$ cat src/rtl/data_lp_rx_ctl_if.sv
// Lane-side signal bundle for the LP/escape receive controller.
// slave: the controller (consumes line/enable, drives status and escape data).
// master: whatever drives the line and consumes the escape-mode outputs.
interface data_lp_rx_ctl_if;
    logic       Enable;
    logic       LP_Dp;
    logic       LP_Dn;
    logic       StopState;
    logic       HS_RX_EN;
    logic       RxLpdtEsc;
    logic [7:0] RxDataEsc;
    logic       RxValidEsc;
    logic       RxUlpsEsc;
    logic       UlpsActiveNot;
    logic [3:0] RxTriggerEsc;
    logic       ErrEsc;
    logic       ErrSyncEsc;
    logic       ErrControl;

    modport slave (
        input  Enable, LP_Dp, LP_Dn,
        output StopState, HS_RX_EN, RxLpdtEsc, RxDataEsc, RxValidEsc,
               RxUlpsEsc, UlpsActiveNot, RxTriggerEsc,
               ErrEsc, ErrSyncEsc, ErrControl
    );

    modport master (
        output Enable, LP_Dp, LP_Dn,
        input  StopState, HS_RX_EN, RxLpdtEsc, RxDataEsc, RxValidEsc,
               RxUlpsEsc, UlpsActiveNot, RxTriggerEsc,
               ErrEsc, ErrSyncEsc, ErrControl
    );
endinterface

$ cat src/rtl/data_lp_rx_ctl.sv
// Data lane LP receive controller: filters the raw LP line state, tracks the
// STOP / HS request / escape-mode protocol and decodes escape commands,
// LPDT bytes, ULPS and triggers. All outputs are registered.
module data_lp_rx_ctl (
    input  logic             clk,
    input  logic             rst,
    data_lp_rx_ctl_if.slave  lp
);

    localparam logic [1:0] LS_00 = 2'b00;
    localparam logic [1:0] LS_01 = 2'b01;
    localparam logic [1:0] LS_10 = 2'b10;
    localparam logic [1:0] LS_11 = 2'b11;

    typedef enum logic [3:0] {
        ST_OFF,
        ST_STOP,
        ST_HS_RQST,
        ST_HS_RX,
        ST_LP_RQST,
        ST_LP_YIELD,
        ST_ESC_RQST,
        ST_ESC_CMD,
        ST_LPDT,
        ST_TRIG_WAIT,
        ST_ULPS,
        ST_ULPS_EXIT,
        ST_ERR_WAIT
    } state_t;

    logic [1:0] raw;

    // line filter state
    logic [1:0] raw_prev_q, raw_prev_d;
    logic [1:0] ls_q, ls_d;
    logic [1:0] ls_prev_q, ls_prev_d;
    logic       ls_evt_q, ls_evt_d;

    // protocol state
    state_t     state_q, state_d;
    logic [2:0] bit_cnt_q, bit_cnt_d;
    logic [7:0] shreg_q, shreg_d;

    // registered outputs
    logic       stop_q, stop_d;
    logic       hs_en_q, hs_en_d;
    logic       lpdt_q, lpdt_d;
    logic [7:0] data_q, data_d;
    logic       valid_q, valid_d;
    logic       ulps_q, ulps_d;
    logic       uan_q, uan_d;
    logic [3:0] trig_q, trig_d;
    logic       err_esc_q, err_esc_d;
    logic       err_sync_q, err_sync_d;
    logic       err_ctl_q, err_ctl_d;

    // decode helpers for the current accepted line state
    logic       is_mark;
    logic       mark_bit;
    logic       spaced;
    logic [7:0] cmd_word;
    logic [7:0] lpdt_word;

    assign raw = {lp.LP_Dp, lp.LP_Dn};

    // Accept a new line state only after two agreeing samples that differ from the current one.
    always_comb begin
        raw_prev_d = raw;
        ls_d       = ls_q;
        ls_prev_d  = ls_prev_q;
        ls_evt_d   = 1'b0;
        if ((raw == raw_prev_q) && (raw != ls_q)) begin
            ls_d      = raw;
            ls_prev_d = ls_q;
            ls_evt_d  = 1'b1;
        end
    end

    // A mark is a valid bit only when the line passed through 00 just before it.
    always_comb begin
        is_mark   = (ls_q == LS_10) || (ls_q == LS_01);
        mark_bit  = (ls_q == LS_10);
        spaced    = (ls_prev_q == LS_00);
        cmd_word  = {shreg_q[6:0], mark_bit};
        lpdt_word = {mark_bit, shreg_q[7:1]};
    end

    // Next-state, bit assembly and output computation for the lane protocol.
    always_comb begin
        state_d    = state_q;
        bit_cnt_d  = bit_cnt_q;
        shreg_d    = shreg_q;
        data_d     = data_q;
        valid_d    = 1'b0;
        trig_d     = 4'b0000;
        err_esc_d  = 1'b0;
        err_sync_d = 1'b0;
        err_ctl_d  = 1'b0;

        if (!lp.Enable) begin
            // disable wins over any line event seen this cycle
            state_d = ST_OFF;
        end else begin
            case (state_q)
                ST_OFF: begin
                    if (ls_q == LS_11) state_d = ST_STOP;
                end
                ST_STOP: begin
                    if (ls_evt_q) begin
                        if (ls_q == LS_01) begin
                            state_d = ST_HS_RQST;
                        end else if (ls_q == LS_10) begin
                            state_d = ST_LP_RQST;
                        end else if (ls_q == LS_00) begin
                            state_d   = ST_ERR_WAIT;
                            err_ctl_d = 1'b1;
                        end
                    end
                end
                ST_HS_RQST: begin
                    // a return to 11 abandons the HS request
                    if (ls_evt_q) begin
                        if (ls_q == LS_00)      state_d = ST_HS_RX;
                        else if (ls_q == LS_11) state_d = ST_STOP;
                    end
                end
                ST_HS_RX: begin
                    if (ls_evt_q && (ls_q == LS_11)) state_d = ST_STOP;
                end
                ST_LP_RQST: begin
                    if (ls_evt_q) begin
                        if (ls_q == LS_00)      state_d = ST_LP_YIELD;
                        else if (ls_q == LS_11) state_d = ST_STOP;
                    end
                end
                ST_LP_YIELD: begin
                    if (ls_evt_q) begin
                        if (ls_q == LS_01) begin
                            state_d = ST_ESC_RQST;
                        end else if (ls_q == LS_10) begin
                            // bus turnaround is not supported on this lane
                            state_d   = ST_ERR_WAIT;
                            err_ctl_d = 1'b1;
                        end else if (ls_q == LS_11) begin
                            state_d = ST_STOP;
                        end
                    end
                end
                ST_ESC_RQST: begin
                    if (ls_evt_q) begin
                        if (ls_q == LS_00) begin
                            state_d   = ST_ESC_CMD;
                            bit_cnt_d = 3'd0;
                            shreg_d   = 8'h00;
                        end else if (ls_q == LS_11) begin
                            state_d = ST_STOP;
                        end
                    end
                end
                ST_ESC_CMD: begin
                    if (ls_evt_q) begin
                        if (ls_q == LS_11) begin
                            state_d    = ST_STOP;
                            err_sync_d = (bit_cnt_q != 3'd0);
                        end else if (is_mark && !spaced) begin
                            state_d   = ST_ERR_WAIT;
                            err_ctl_d = 1'b1;
                        end else if (is_mark) begin
                            shreg_d   = cmd_word;
                            bit_cnt_d = bit_cnt_q + 3'd1;
                            if (bit_cnt_q == 3'd7) begin
                                case (cmd_word)
                                    8'hE1: state_d = ST_LPDT;
                                    8'h1E: state_d = ST_ULPS;
                                    8'h62: begin state_d = ST_TRIG_WAIT; trig_d = 4'b0001; end
                                    8'h5D: begin state_d = ST_TRIG_WAIT; trig_d = 4'b0010; end
                                    8'h21: begin state_d = ST_TRIG_WAIT; trig_d = 4'b0100; end
                                    8'hA0: begin state_d = ST_TRIG_WAIT; trig_d = 4'b1000; end
                                    default: begin
                                        state_d   = ST_ERR_WAIT;
                                        err_esc_d = 1'b1;
                                    end
                                endcase
                            end
                        end
                    end
                end
                ST_LPDT: begin
                    if (ls_evt_q) begin
                        if (ls_q == LS_11) begin
                            state_d    = ST_STOP;
                            err_sync_d = (bit_cnt_q != 3'd0);
                        end else if (is_mark && !spaced) begin
                            state_d   = ST_ERR_WAIT;
                            err_ctl_d = 1'b1;
                        end else if (is_mark) begin
                            // counter wraps to 0 after the eighth bit
                            shreg_d   = lpdt_word;
                            bit_cnt_d = bit_cnt_q + 3'd1;
                            if (bit_cnt_q == 3'd7) begin
                                data_d  = lpdt_word;
                                valid_d = 1'b1;
                            end
                        end
                    end
                end
                ST_TRIG_WAIT: begin
                    if (ls_evt_q && (ls_q == LS_11)) state_d = ST_STOP;
                end
                ST_ULPS: begin
                    if (ls_evt_q) begin
                        if (ls_q == LS_10) begin
                            state_d = ST_ULPS_EXIT;
                        end else if (ls_q == LS_11) begin
                            state_d   = ST_STOP;
                            err_ctl_d = 1'b1;
                        end
                    end
                end
                ST_ULPS_EXIT: begin
                    if (ls_evt_q) begin
                        if (ls_q == LS_11)      state_d = ST_STOP;
                        else if (ls_q == LS_00) state_d = ST_ULPS;
                    end
                end
                ST_ERR_WAIT: begin
                    if (ls_evt_q && (ls_q == LS_11)) state_d = ST_STOP;
                end
                default: state_d = ST_OFF;
            endcase
        end

        stop_d  = (state_d == ST_STOP);
        hs_en_d = (state_d == ST_HS_RX);
        lpdt_d  = (state_d == ST_LPDT);
        ulps_d  = (state_d == ST_ULPS);
        uan_d   = (state_d != ST_ULPS);
    end

    // Register filter, protocol state and all outputs; reset returns everything to idle values.
    always_ff @(posedge clk or negedge rst) begin
        if (!rst) begin
            raw_prev_q <= LS_11;
            ls_q       <= LS_11;
            ls_prev_q  <= LS_11;
            ls_evt_q   <= 1'b0;
            state_q    <= ST_OFF;
            bit_cnt_q  <= 3'd0;
            shreg_q    <= 8'h00;
            stop_q     <= 1'b0;
            hs_en_q    <= 1'b0;
            lpdt_q     <= 1'b0;
            data_q     <= 8'h00;
            valid_q    <= 1'b0;
            ulps_q     <= 1'b0;
            uan_q      <= 1'b1;
            trig_q     <= 4'b0000;
            err_esc_q  <= 1'b0;
            err_sync_q <= 1'b0;
            err_ctl_q  <= 1'b0;
        end else begin
            raw_prev_q <= raw_prev_d;
            ls_q       <= ls_d;
            ls_prev_q  <= ls_prev_d;
            ls_evt_q   <= ls_evt_d;
            state_q    <= state_d;
            bit_cnt_q  <= bit_cnt_d;
            shreg_q    <= shreg_d;
            stop_q     <= stop_d;
            hs_en_q    <= hs_en_d;
            lpdt_q     <= lpdt_d;
            data_q     <= data_d;
            valid_q    <= valid_d;
            ulps_q     <= ulps_d;
            uan_q      <= uan_d;
            trig_q     <= trig_d;
            err_esc_q  <= err_esc_d;
            err_sync_q <= err_sync_d;
            err_ctl_q  <= err_ctl_d;
        end
    end

    assign lp.StopState     = stop_q;
    assign lp.HS_RX_EN      = hs_en_q;
    assign lp.RxLpdtEsc     = lpdt_q;
    assign lp.RxDataEsc     = data_q;
    assign lp.RxValidEsc    = valid_q;
    assign lp.RxUlpsEsc     = ulps_q;
    assign lp.UlpsActiveNot = uan_q;
    assign lp.RxTriggerEsc  = trig_q;
    assign lp.ErrEsc        = err_esc_q;
    assign lp.ErrSyncEsc    = err_sync_q;
    assign lp.ErrControl    = err_ctl_q;

endmodule

$ cat src/flat_wrapper.sv
// flat-port wrapper written by rule: the top's interface ports become plain ports
module data_lp_rx_ctl_flat 
  (clk, rst, lp_Enable, lp_LP_Dp, lp_LP_Dn, lp_StopState, lp_HS_RX_EN, lp_RxLpdtEsc, lp_RxDataEsc, lp_RxValidEsc, lp_RxUlpsEsc, lp_UlpsActiveNot, lp_RxTriggerEsc, lp_ErrEsc, lp_ErrSyncEsc, lp_ErrControl);
  data_lp_rx_ctl_if lp_i ();
  input  logic clk;
  input  logic rst;
  input wire logic [$bits(lp_i.Enable)-1:0] lp_Enable;
  input wire logic [$bits(lp_i.LP_Dp)-1:0] lp_LP_Dp;
  input wire logic [$bits(lp_i.LP_Dn)-1:0] lp_LP_Dn;
  output wire logic [$bits(lp_i.StopState)-1:0] lp_StopState;
  output wire logic [$bits(lp_i.HS_RX_EN)-1:0] lp_HS_RX_EN;
  output wire logic [$bits(lp_i.RxLpdtEsc)-1:0] lp_RxLpdtEsc;
  output wire logic [$bits(lp_i.RxDataEsc)-1:0] lp_RxDataEsc;
  output wire logic [$bits(lp_i.RxValidEsc)-1:0] lp_RxValidEsc;
  output wire logic [$bits(lp_i.RxUlpsEsc)-1:0] lp_RxUlpsEsc;
  output wire logic [$bits(lp_i.UlpsActiveNot)-1:0] lp_UlpsActiveNot;
  output wire logic [$bits(lp_i.RxTriggerEsc)-1:0] lp_RxTriggerEsc;
  output wire logic [$bits(lp_i.ErrEsc)-1:0] lp_ErrEsc;
  output wire logic [$bits(lp_i.ErrSyncEsc)-1:0] lp_ErrSyncEsc;
  output wire logic [$bits(lp_i.ErrControl)-1:0] lp_ErrControl;
  assign lp_i.Enable = lp_Enable;
  assign lp_i.LP_Dp = lp_LP_Dp;
  assign lp_i.LP_Dn = lp_LP_Dn;
  assign lp_StopState = lp_i.StopState;
  assign lp_HS_RX_EN = lp_i.HS_RX_EN;
  assign lp_RxLpdtEsc = lp_i.RxLpdtEsc;
  assign lp_RxDataEsc = lp_i.RxDataEsc;
  assign lp_RxValidEsc = lp_i.RxValidEsc;
  assign lp_RxUlpsEsc = lp_i.RxUlpsEsc;
  assign lp_UlpsActiveNot = lp_i.UlpsActiveNot;
  assign lp_RxTriggerEsc = lp_i.RxTriggerEsc;
  assign lp_ErrEsc = lp_i.ErrEsc;
  assign lp_ErrSyncEsc = lp_i.ErrSyncEsc;
  assign lp_ErrControl = lp_i.ErrControl;
  data_lp_rx_ctl u_core (.clk(clk), .rst(rst), .lp(lp_i));
endmodule
$ cat config.mk
export PLATFORM = sky130hd
export DESIGN_NAME = data_lp_rx_ctl_flat
export DESIGN_NICKNAME = d
export VERILOG_FILES = /design/src/rtl/data_lp_rx_ctl_if.sv /design/src/rtl/data_lp_rx_ctl.sv /design/src/flat_wrapper.sv
export SDC_FILE = /design/constraint.sdc
export NUM_CORES = 1
export LEC_CHECK = 0
export CAP_MARGIN = 20
export CORE_MARGIN = 4
export CORE_UTILIZATION = 50
export DETAILED_ROUTE_END_ITERATION = 16
export GPL_TIMING_DRIVEN = 0
export PLACE_DENSITY = 0.84
export SLEW_MARGIN = 5
export SYNTH_ARGS = -nofsm -noshare
export SYNTH_HDL_FRONTEND = slang
export SYNTH_SLANG_ARGS = --single-unit
export TNS_END_PERCENT = 10
$ cat constraint.sdc
create_clock -name clk -period 2.5 [get_ports clk]
set_input_delay 0.5 -clock clk [delete_from_list [all_inputs] [get_ports clk]]
set_output_delay 0.5 -clock clk [all_outputs]
set_load 0.03 [all_outputs]
==> run_results.csv, run 1 <==
group,metric,value,unit
timing,hold_violations,0,
timing,skew,0.0116,ns
worst_setup_path,max_stage_delay,0.56,ns
worst_setup_path,critPathMaxFanout,5,
timing,fin_hold_ws,0.105,ns
clocking,cts_buffers,5,
worst_setup_path,worstSetupStartpointType,"flip-flop",
floorplanning,initial_core_util,0.530,
worst_setup_path,endpoint_kind,"flip-flop",
grt,grt_first_pass_wirelength,10700,um
worst_setup_path,crit_path_top_delay_cell,"dfstp_2",
power,power.density,596,nW/um2
job,cap_violations,0,
timing,max_slew_margin,0.530,
floorplanning,num_rows,25,
power,ir_worst_vdd,0.000459,V
yosys,netlist_area,2590,um2
outcome,failed_checks,"negative setup slack",
route,drc,0,
floorplanning,die_h,79.9,um
placed_design,dp_cells,355,
placed_design,io_buffers,25,
timing,rsz0062_at_grt,"true",
clocking,htreeDepth,2,
power,power,1.92,mW
timing,timing.final.max_slew_violations,0,
grt,grt_start_max_net_pins,29,
outcome,status,"finished with violations",
yosys,ys_warn_count,0,
timing,setup_viol,2,
worst_setup_path,crit_chain,"buf_6, inv_6, ha_4, nand2b_4, or4b_4, o311a_4, a21oi_4, buf_6, and3_2, and3_1",
floorplanning,coreArea,4880,um2
timing,tightest_slew,0.698,ns
worst_setup_path,critPathKind,"reg2reg",
route,wirelength,6420,um
clocking,clk_pin_slew,0.08,ns
worst_hold_path,hold_path_class,"in2async",
yosys,synth.avg_cell_area,9.88,um2
finish,final-instance-count-excl-fill,372,
grt,grt_pass1_vias,2150,
grt,grt_overflow,0,
worst_setup_path,crit_top_cell,"buf_6",
yosys,synth_nets,276,
route,via_count,2263,
timing,period_share,1.00,
route,drtPass1Iterations,5,
yosys,synth_top_area_cell,"dfrtp_1",
placed_design,place_hpwl,4510,um
route,viasPerCell,6.08,
worst_setup_path,worstPathArrival,2.72,ns
floorplanning,die_area,6390,um2
finish,fin_nets,318,
clocking,numClockSinks,43,
yosys,synth_top_area_frac,0.348,
finish,area_growth,24.7,%
clocking,clock_path_buffers,2,
clocking,holdBufCountCts,0,
yosys,ys.flop_type,"dfrtp_1",
grt,grtUsageTotal,0.211,
timing,fin_crit,2.51,ns
route,drt_iter0_markers,177,
route,antenna_left,0,
yosys,seq_area_frac_synth,0.419,
yosys,synth.area.top_cells,"dfrtp_1, dfstp_2, ha_1, mux2_2, o21ai_0",
clocking,cts_tree,"yes",
timing,timing.fmax,0.399,GHz
yosys,synth_enable_flop_cells,0,
finish,n_antenna_cell,0,
clocking,root_buffer,"clkbuf_8",
yosys,ys_types,63,
finish,drive_gt1_frac,0.269,
yosys,async_reset_ff_frac,1.00,
floorplanning,pin_count,26,
worst_setup_path,crit_required,2.72,ns
timing,final.setup.worst_slack,-0.00629,ns
grt,antenna_found_initial,0,
clocking,clock_latency,0.29,ns
power,p_leak,1.39,nW
route,wl_per_cell,17.3,um
yosys,synth_seq_cells,43,
yosys,postSynthCellCount,262,
floorplanning,die-width,79.9,um
placed_design,gp_congestion,0.924,
## cells in the mapped netlist, types with 2 or more instances
cell	count
dfrtp_1	36
nand2_1	19
inv_1	18
o21ai_0	16
a21oi_1	14
nor2_1	12
mux2_2	10
a221oi_1	9
ha_1	9
nor3_1	9
dfstp_2	7
buf_2	5
buf_6	4
clkbuf_1	4
nand2b_1	4
nand3b_1	4
nand4_1	4
nor2b_1	4
nor3b_1	4
a22oi_1	3
a31oi_1	3
nand4b_1	3
nor4_1	3
or3_1	3
xnor2_1	3
a211o_1	2
a211oi_1	2
a21o_1	2
a32oi_1	2
and2_1	2
and3_1	2
and4b_1	2
and4bb_2	2
buf_4	2
nand3_1	2
o221ai_1	2
or2_2	2
or4_1	2
xor2_1	2
## state kept, by name, summed over array words and instances, names as in the netlist, 2 cells and up
register / cells
u_core.bit_cnt_q: 3
u_core.lp.RxDataEsc: 8
u_core.lp.RxTriggerEsc: 4
u_core.ls_prev_q: 2
u_core.ls_q: 2
u_core.raw_prev_q: 2
u_core.shreg_q: 8
u_core.state_q: 4
## placed cells by master (no fill, tap or decap), types with 3 or more instances in the layout
cell and instances:
dfrtp_1 36, clkdlybuf4s50_1 24, nand2_1 19, inv_1 16
o21ai_0 15, a21oi_1 14, nor2_1 12, buf_4 11
mux2_2 10, nor3_1 8, a221oi_1 8, dfstp_2 7
buf_2 6, clkbuf_8 6, buf_6 5, ha_1 5
nand3b_1 4, nand4_1 4, nor2b_1 4, clkbuf_1 4
nand2b_1 3, nand4b_1 3, nor3b_1 3, a22oi_1 3
xnor2_1 3, ha_2 3
## worst max-delay path, delay by kind of cell, from the launching register on
family / cells / cell delay (ns)
flip-flops: 1 / 0.56
adder cells (fa/ha/maj): 1 / 0.15
buffers and inverters: 3 / 0.28
AO/OA/AOI/OAI: 2 / 0.52
AND/OR/NAND/NOR: 4 / 0.93
## logic make-up (layout without fill, tap and decap cells)
family	after synthesis	after routing	synth area share
fa+ha+maj	9	9	0.0435
buf+inv	34	77	0.0701
compound gates	62	62	0.168
xor+xnor	5	5	0.0169
simple gates	97	97	0.230
flops	43	43	0.419
mux	12	12	0.0517
## metrics by stage
| stage | instance area, um2 | utilization | TNS [ns] | setup WS, ns |
|---|---|---|---|---|
| 4_1_cts | 3160 | 0.648 | -0.113 | -0.0676 |
| 6_report | 3230 | 0.661 | -0.00787 | -0.00629 |
| 2_1_floorplan | 2600 | - | 0 | 0.0253 |
| 3_5_place_dp | 2950 | 0.604 | -2.90 | -0.368 |
| 3_3_place_gp | 2930 | 0.601 | -3.73 | -0.317 |
| 5_1_grt | 3230 | 0.661 | -0.159 | -0.0704 |
## area by class of cell
class	count	area (um2)
buffer	15	114
inverter	18	72.6
multi-input combinational	185	1420
clock inverter	1	30.0
sequential	43	1080
timing repair buffer	36	344
tap	67	83.8
clock buffer	7	76.3
fill	374	1650
## final timing paths
check / slack (ns) / endpoint / from / cells after the start
max: -0.006 / u_core.lp.RxLpdtEsc$_DFF_PN0_ / u_core.ls_q[1]$_DFFE_PN1P_ / 10
min: 0.10 / u_core.lp.RxTriggerEsc[3]$_DFF_PN0_ / rst / 1
max reg2reg: -0.006 / u_core.lp.RxLpdtEsc$_DFF_PN0_ / u_core.ls_q[1]$_DFFE_PN1P_ / 10
min reg2reg: 0.49 / u_core.ls_q[0]$_DFFE_PN1P_ / u_core.raw_prev_q[0]$_DFF_PN1_ / 2
max in group asynchronous: 1.86 / u_core.ls_prev_q[0]$_DFFE_PN1P_ / rst / 2
min in group clk: 0.49 / u_core.ls_q[0]$_DFFE_PN1P_ / u_core.raw_prev_q[0]$_DFF_PN1_ / 2
## routing by layer
metal / vias to the layer above / share of wire / wire, um / GRT usage
met2: 108 / 0.49 / 3140 / 0.337
met5: - / 0 / 0 / 0
met4: 0 / 0.018 / 114 / 0.0490
met3: 15 / 0.066 / 426 / 0.0361
li1: 1038 / - / - / -
met1: 1102 / 0.43 / 2740 / 0.300
## repair_timing
action | CTS | global route
pin swaps | 7 | 5
resized for setup | 10 | 15
setup buffers | 9 | 1
setup endpoints to repair | 26 | 26
## power breakdown
group          total, mW  leakage [nW]  internal [mW]  switching (mW)
clock              0.514        0.0524          0.299           0.216
combinational      0.543         0.801          0.239           0.304
sequential         0.867         0.534          0.777          0.0900
total               1.92          1.39           1.32           0.610
Power figures use the tool's default switching activity.
==> run 2: changes to the inputs <==
- PLACE_DENSITY: 0.84 -> 0.74
==> run_results.csv, run 2 (synthesis gave the netlist of run 1 again) <==
group,metric,value,unit
timing,period_share,1.01,
placed_design,io_buffers,25,
outcome,status,"finished with violations",
clocking,htreeDepth,2,
timing,rsz0062_at_grt,"true",
worst_setup_path,critPathKind,"reg2reg",
floorplanning,pin_count,26,
clocking,numClockSinks,43,
floorplanning,die_h,79.9,um
clocking,cts_buffers,5,
floorplanning,initial_core_util,0.530,
power,p_leak,1.40,nW
worst_setup_path,worstPathArrival,2.72,ns
finish,fin_util,0.665,
grt,grtUsageTotal,0.210,
timing,setup_viol,2,
worst_setup_path,endpoint_kind,"flip-flop",
route,wirelength,6120,um
finish,final_common_cell,"dfrtp_1",
placed_design,gp_congestion,0.921,
timing,tightest_slew,0.690,ns
finish,area_growth,25.5,%
placed_design,dp_slack,-0.303,ns
grt,grt_first_pass_wirelength,10600,um
worst_setup_path,crit_required,2.71,ns
job,cap_violations,0,
timing,timing.fmax,0.397,GHz
timing,timing.final.max_slew_violations,0,
route,drc,0,
finish,drive_gt1_frac,0.272,
grt,grt_start_max_net_pins,40,
clocking,clk_pin_slew,0.08,ns
worst_hold_path,hold_path_class,"in2async",
power,ir_worst_vdd,0.000425,V
route,via_count,2187,
clocking,holdBufCountCts,0,
timing,hold_violations,0,
timing,max_slew_margin,0.535,
finish,n_antenna_cell,0,
power,power.density,609,nW/um2
timing,final.setup.worst_slack,-0.0165,ns
grt,grt_overflow,0,
floorplanning,num_rows,25,
clocking,clock_latency,0.29,ns
floorplanning,coreArea,4880,um2
timing,skew,0.0131,ns
route,antenna_left,0,
floorplanning,die-width,79.9,um
clocking,clock_path_buffers,2,
route,drtPass1Iterations,4,
route,wl_per_cell,16.4,um
finish,layout_common_cells,"dfrtp_1, clkdlybuf4s50_1, nand2_1",
worst_setup_path,critPathMaxFanout,4,
timing,fin_crit,2.52,ns
worst_setup_path,rr_worst_depth,9,
worst_setup_path,worstSetupStartpointType,"flip-flop",
placed_design,place_hpwl,4210,um
route,viasPerCell,5.88,
grt,antenna_found_initial,0,
clocking,root_buffer,"clkbuf_8",
finish,fin_nets,318,
grt,grt_pass1_vias,2179,
floorplanning,die_area,6390,um2
clocking,cts_tree,"yes",
outcome,failed_checks,"negative setup slack",
route,drt_iter0_markers,230,
-- run 2: timing repair --
item / 4_1_cts / 5_1_grt
gates resized for setup: 8 / 19
pin swaps: 6 / 7
buffers inserted: 10 / 0
setup endpoints to repair: 25 / 28
-- run 2: area by class of cell --
cell class	instances	area, um2
fillers	432	1630
repair buffers	36	340
plain buffers	15	118
clock buffers	6	82.6
multi-input cells	185	1430
clock inverters	2	35.0
inverters	18	72.6
flip-flops and latches	43	1080
well taps	67	83.8
-- run 2: final timing paths --
| kind | startpoint | to | slack, ns |
|---|---|---|---|
| max | u_core.ls_q[1]$_DFFE_PN1P_ | u_core.lp.UlpsActiveNot$_DFF_PN1_ | -0.02 |
| min | rst | u_core.ls_evt_q$_DFF_PN0_ | 0.03 |
| max reg2reg | u_core.ls_q[1]$_DFFE_PN1P_ | u_core.lp.UlpsActiveNot$_DFF_PN1_ | -0.02 |
| min reg2reg | u_core.raw_prev_q[0]$_DFF_PN1_ | u_core.ls_q[0]$_DFFE_PN1P_ | 0.49 |
| max in group asynchronous | rst | u_core.ls_q[1]$_DFFE_PN1P_ | 1.98 |
| min in group clk | u_core.raw_prev_q[0]$_DFF_PN1_ | u_core.ls_q[0]$_DFFE_PN1P_ | 0.49 |
-- run 2: metal layers --
metal  part of all wire  track usage
met1               0.46        0.299
met2               0.47        0.324
met3              0.057       0.0361
met4              0.017       0.0676
met5                  0            0
-- run 2: through the flow --
step / std cells / area, um2 / TNS [ns] / power [mW] / hold slack (ns)
global route: 372 / 3250 / -0.149 / 2.08 / 0.0259
global placement: 354 / 2930 / -7.89 / 1.31 / 0.467
CTS: 373 / 3180 / -0.108 / 1.92 / 0.0247
detailed placement: 355 / 2950 / -2.43 / 1.32 / 0.341
finish: 372 / 3250 / -0.0302 / 1.98 / 0.0273
floorplan: 262 / 2600 / 0 / 1.18 / 0.204
-- run 2: worst max-delay path: stages (launching register included) --
cell,delay (ns)
dfstp_2,0.55
buf_6,0.11
inv_6,0.04
ha_4,0.15
nand2b_4,0.14
or4b_4,0.51
o311a_4,0.35
a21oi_4,0.16
nand3_2,0.10
or3_1,0.32
-- run 2: report_power, final --
part / total [mW] / switching, mW / internal (mW)
Sequential: 0.870 / 0.0927 / 0.777
Clock: 0.557 / 0.234 / 0.323
Combinational: 0.550 / 0.299 / 0.250
Total: 1.98 / 0.626 / 1.35
==> run 3: changes to the inputs <==
- CTS_BUF_LIST: default -> sky130_fd_sc_hd__clkbuf_8 sky130_fd_sc_hd__clkbuf_16
==> results of run 3 <==
No change in the layout: final DEF, timing and power equal those of run 2.
